--- config.mk ---
export PLATFORM = sky130hd
export DESIGN_NAME = dcache_port_arbiter
export DESIGN_NICKNAME = d
export VERILOG_FILES = /design/src/rtl/cache_pkg.sv /design/src/rtl/arbiter_starvation_counter.sv /design/src/rtl/dcache_port_arbiter.sv
export SDC_FILE = /design/constraint.sdc
export NUM_CORES = 1
export LEC_CHECK = 0
export CORE_AREA = 2 2 93 95
export CTS_CLUSTER_SIZE = 30
export DETAILED_ROUTE_END_ITERATION = 10
export DIE_AREA = 0 0 95 97
export SYNTH_ARGS = -nofsm -noshare
export SYNTH_HDL_FRONTEND = slang
export SYNTH_SLANG_ARGS = --single-unit
--- constraint.sdc ---
create_clock -name clk_i -period 3.09 [get_ports clk_i]
set_clock_uncertainty 0.05 [all_clocks]
set_input_delay 0.618 -clock clk_i [delete_from_list [all_inputs] [get_ports clk_i]]
set_output_delay 0.618 -clock clk_i [all_outputs]
set_load 0.05 [all_outputs]
--- src/rtl/cache_pkg.sv ---
// Shared data-cache types: per-array enables, status packet, arbiter owner and FSM state.
package cache_pkg;

    typedef struct packed {
        logic data;
        logic tag;
        logic dirty;
        logic valid;
    } data_enable_t;

    typedef struct packed {
        logic       valid;
        logic       dirty;
        logic [1:0] way;
    } status_packet_t;

    typedef enum logic [1:0] {
        NONE,
        LOAD,
        STORE
    } arb_owner_t;

    typedef enum logic [1:0] {
        IDLE,
        LOAD_OWN,
        STORE_OWN
    } arb_state_t;

endpackage

--- src/rtl/arbiter_starvation_counter.sv ---
// Counts cycles the store controller waits for the cache port; saturates at LIMIT.
module arbiter_starvation_counter #(
    parameter int unsigned LIMIT = 8
) (
    input  logic                           clk_i,
    input  logic                           rst_i,
    input  logic                           request_i,
    input  logic                           grant_i,
    output logic                           starved_o,
    output logic [$clog2(LIMIT+1)-1:0]     count_o
);

    localparam int unsigned W = $clog2(LIMIT + 1);

    logic [W-1:0] count_q;

    always_ff @(posedge clk_i) begin
        if (rst_i || grant_i) begin
            count_q <= '0;
        end else if (request_i && (count_q != W'(LIMIT))) begin
            count_q <= count_q + 1'b1;
        end
    end

    assign starved_o = (count_q == W'(LIMIT));
    assign count_o   = count_q;

endmodule

--- src/rtl/dcache_port_arbiter.sv ---
// Arbitrates the single data-cache port between load and store controllers.
// Define DCACHE_ARB_ANTI_STARVATION_EN to force a store grant after STARVE_LIMIT wait cycles.
module dcache_port_arbiter
    import cache_pkg::*;
#(
    parameter int unsigned STARVE_LIMIT = 8
) (
    input  logic                                clk_i,
    input  logic                                rst_i,
    input  logic                                ld_request_i,
    input  logic                                ld_lock_i,
    input  logic [31:0]                         ld_address_i,
    input  logic [31:0]                         ld_data_i,
    input  data_enable_t                        ld_read_i,
    input  data_enable_t                        ld_write_i,
    input  status_packet_t                      ld_status_i,
    input  logic                                st_request_i,
    input  logic                                st_lock_i,
    input  logic [31:0]                         st_address_i,
    input  logic [31:0]                         st_data_i,
    input  data_enable_t                        st_read_i,
    input  data_enable_t                        st_write_i,
    input  status_packet_t                      st_status_i,
    output logic                                ld_grant_o,
    output logic                                st_grant_o,
    output logic [31:0]                         cache_address_o,
    output logic [31:0]                         cache_data_o,
    output data_enable_t                        cache_read_o,
    output data_enable_t                        cache_write_o,
    output status_packet_t                      cache_status_o,
    output logic                                ld_rvalid_o,
    output logic                                st_rvalid_o,
    output arb_state_t                          dbg_state_o,
    output logic [$clog2(STARVE_LIMIT+1)-1:0]   dbg_wait_count_o
);

    arb_state_t state_q;
    arb_owner_t owner;
    logic       starved;
    logic       ld_rvalid_q;
    logic       st_rvalid_q;

`ifdef DCACHE_ARB_ANTI_STARVATION_EN
    arbiter_starvation_counter #(
        .LIMIT     (STARVE_LIMIT)
    ) u_starve (
        .clk_i     (clk_i),
        .rst_i     (rst_i),
        .request_i (st_request_i),
        .grant_i   (st_grant_o),
        .starved_o (starved),
        .count_o   (dbg_wait_count_o)
    );
`else
    assign starved          = 1'b0;
    assign dbg_wait_count_o = '0;
`endif

    // Grant is combinational in IDLE so a requester is served in its first request cycle.
    always_comb begin
        owner = NONE;
        if (!rst_i) begin
            case (state_q)
                IDLE: begin
                    if (st_request_i && (starved || !ld_request_i)) begin
                        owner = STORE;
                    end else if (ld_request_i) begin
                        owner = LOAD;
                    end
                end
                LOAD_OWN:  owner = LOAD;
                STORE_OWN: owner = STORE;
                default:   owner = NONE;
            endcase
        end
    end

    assign ld_grant_o = (owner == LOAD);
    assign st_grant_o = (owner == STORE);

    always_comb begin
        cache_address_o = '0;
        cache_data_o    = '0;
        cache_read_o    = '0;
        cache_write_o   = '0;
        cache_status_o  = '0;
        if (ld_grant_o) begin
            cache_address_o = ld_address_i;
            cache_data_o    = ld_data_i;
            cache_read_o    = ld_read_i;
            cache_write_o   = ld_write_i;
            cache_status_o  = ld_status_i;
        end else if (st_grant_o) begin
            cache_address_o = st_address_i;
            cache_data_o    = st_data_i;
            cache_read_o    = st_read_i;
            cache_write_o   = st_write_i;
            cache_status_o  = st_status_i;
        end
    end

    // Ownership is held while the owner's lock is high; the release cycle stays granted.
    always_ff @(posedge clk_i) begin
        if (rst_i) begin
            state_q     <= IDLE;
            ld_rvalid_q <= 1'b0;
            st_rvalid_q <= 1'b0;
        end else begin
            ld_rvalid_q <= ld_grant_o && (ld_read_i != '0);
            st_rvalid_q <= st_grant_o && (st_read_i != '0);
            case (state_q)
                IDLE: begin
                    if (owner == LOAD && ld_lock_i) begin
                        state_q <= LOAD_OWN;
                    end else if (owner == STORE && st_lock_i) begin
                        state_q <= STORE_OWN;
                    end
                end
                LOAD_OWN: begin
                    if (!ld_lock_i) state_q <= IDLE;
                end
                STORE_OWN: begin
                    if (!st_lock_i) state_q <= IDLE;
                end
                default: state_q <= IDLE;
            endcase
        end
    end

    assign ld_rvalid_o = ld_rvalid_q;
    assign st_rvalid_o = st_rvalid_q;
    assign dbg_state_o = state_q;

endmodule

==> results_dict.tcl <==
set metrics [dict create \
    finalHoldViolCount 0 \
    power.density_nw_per_um2 267.8 \
    p_comb_frac 0.857 \
    cts_resized 0 \
    regToRegSetupSlack_ps 1890 \
    p_sw_uw 479.1 \
    path_clk_slew_ps 30 \
    finalCritPeriodShare 0.8722 \
    crit_end "cache_data_o[3]" \
    timing.setup.tns_ps 0 \
    startpoint_type "input port" \
    grt_use_total 0.1373 \
    cp.buffers_inverters 3 \
    dp_hpwl_mm 5.969 \
    ys_seq_area_frac 0.08333 \
    r2r-start "dbg_state_o[0]" \
    drc_errors 0 \
    cts_tree "done" \
    yosysWarnings 0 \
    seq_area_sq_um 80.08 \
    dr_total_vias 1915 \
    p_clk_frac 0.094 \
    period_needed_ps 2695 \
    place.gp.congestion 0.7574 \
    slew_viol_final 0 \
    p_int_uw 661.8 \
    r2r_end "ld_rvalid_o" \
    areaGrowthSynthToFinish_pct 343.4 \
    pin_count 244 \
    hold_path.class "reg -> reg" \
    antenna_cells 0 \
    critPathMaxStageDelay_ps 480 \
    crit_start "ld_request_i" \
    crit_fanout 41 \
    cts_setup_buffers 0 \
    synth.top_cell.area_share 0.6927 \
    die_h_um 97 \
    ys_top_cells_by_area "a22o_1 (69%), dfxtp_1 (8.3%), buf_2 (6.3%)" \
    clock-root-buffer "clkbuf_8" \
    antenna_found_initial 1 \
    hold_buffers 0 \
    swShare 0.4199 \
    port_buffers 239 \
    drtAntennaViolNets 0 \
    max-slew-margin-rel 0.6527 \
    die_x_um 95 \
    syn-cell-area_sq_um 960.9 \
    fp.dieArea_sq_um 9215 \
    worstPathCellList "clkdlybuf4s50_1 -> nor2_1 -> nor3_4 -> buf_12 -> a22o_1 -> buf_12" \
    end_kind "output port" \
    grt_overflow_total 0 \
    cts_max_level 1 \
    grt_pass1_vias 1979 \
    drt_first_pass_iters 4 \
    clock_path_buffers 2 \
    synthCells 111 \
    status "completed" \
    crit_path_frequent_cell "buf_12" \
    ys_seq_elements 4 \
    wl_per_cell_um 15.68 \
    fp-row-count 33 \
    cp_num_cells 6 \
    yosys.area.top_type "a22o_1" \
    cts_buffers 3 \
    avgSynthCellArea_sq_um 8.657 \
    clk_latency_ps 210 \
    multiInputGateArea_sq_um 754.5 \
    rr_worst_depth 4 \
    fillers 689 \
    core_area_sq_um 8134 \
    setup-violations-final 0 \
    critPathSlowestCell "clkdlybuf4s50_1" \
    drive_gt1_frac 0.2566 \
    crit_family "buffers and inverters" \
    maxCapViolCount 0 \
    p_seq_frac 0.049 \
    grt_pass1_wl_mm 10.20 \
    crit_type "in -> out" \
    fmax_mhz 371.0 \
    worstPathArrival_ps 2030 \
    vdd_drop_max_uv 170.2 \
    initial_core_util 0.1181 \
    fin_nets 499 \
    drt_wl_total_mm 6.962 \
    rsz0062_at_grt "no" \
    drt-initial-drc-count 20 \
    grt_max_degree 42 \
    worst_pin_slew_ps 519.3 \
    synth.distinct_cells 12 \
    vias_per_cell 4.313 \
    cp.required_ps 2420 \
    p_leak_nw 1.690 \
    numClockSinks 4 \
    fin_util 0.5238 \
]
-- cell usage in the layout (no fill, tap or decap), types with 2 or more instances in the layout --
master             n
nor2_1             2
and2_1             2
o41a_1             2
buf_12            82
clkbuf_8           3
a22o_1            76
dfxtp_1            4
conb_1             4
clkdlybuf4s50_1  161
-- power by group through the flow --
stage	Clock, mW	Combinational, mW	Sequential [mW]
global route	0.114	1.01	0.0566
CTS	0.111	0.985	0.0563
global placement	0	0.978	0.0569
floorplan	0	0.404	0.0664
detailed placement	0	0.983	0.0569
finish	0.107	0.978	0.0563
-- metal layers --
| layer | wire length [um] | vias up | GRT usage |
|---|---|---|---|
| li1 | - | 923 | - |
| met1 | 2278 | 861 | 0.1336 |
| met2 | 3671 | 125 | 0.2646 |
| met3 | 948 | 6 | 0.05997 |
| met4 | 64 | 0 | 0.02230 |
| met5 | 0 | - | 0 |
-- how the worst min path moves through the flow --
stage                     cells after the start        endpoint           start
after detailed placement                      3     ld_rvalid_o  dbg_state_o[1]
after global placement                        3     ld_rvalid_o  dbg_state_o[1]
after global routing                          3     ld_rvalid_o  dbg_state_o[1]
after floorplan                               1  dbg_state_o[0]       ld_lock_i
after CTS                                     3     ld_rvalid_o  dbg_state_o[1]
final                                         3     ld_rvalid_o  dbg_state_o[1]
-- final cells by class --
cell class,instances,share of cell area
flip-flops and latches,4,0.01880
repair buffers,243,0.7636
well taps,105,0.03084
clock buffers,3,0.009692
multi-input cells,89,0.1771
-- registers in the layout, summed over array words and instances (netlist names) --
name,flops
ld_rvalid_o,1
st_rvalid_o,1
dbg_state_o,2
-- worst reg2reg max path, delay by kind of cell, from the launching register on --
family	cells	cell delay [ps]
DFF	1	360
and+or+nand+nor	2	310
buffers and inverters	1	250
AOI/OAI and AO/OA	1	180
-- cell families after synthesis --
kind of cell,Yosys count,synth area share
AOI/OAI and AO/OA,79,0.7240
DFF,4,0.08334
and+or+nand+nor,6,0.04428
other,1,0.003903
buffers and inverters,21,0.1445
-- Yosys cell counts --
cell type and instances:
buf_4 6, a22o_1 76, nor3_4 1, buf_2 12, buf_6 3, nor2_1 2, o41a_1 2, o21a_1 1
nor2b_1 1, dfxtp_1 4, conb_1 1, and2_1 2
-- stage by stage --
step	setup slack, ps	std cells	total power [mW]	hold slack, ps	instance area, sq um
CTS	376.4	444	1.153	796.2	4260
global placement	403.5	441	1.035	782.8	4219
global route	306.2	444	1.184	844.6	4260
finish	394.9	444	1.141	781.3	4260
floorplan	577.6	114	0.4707	689.7	972.2
detailed placement	381.3	441	1.040	771.0	4219
(Power assumes the default switching activity.)
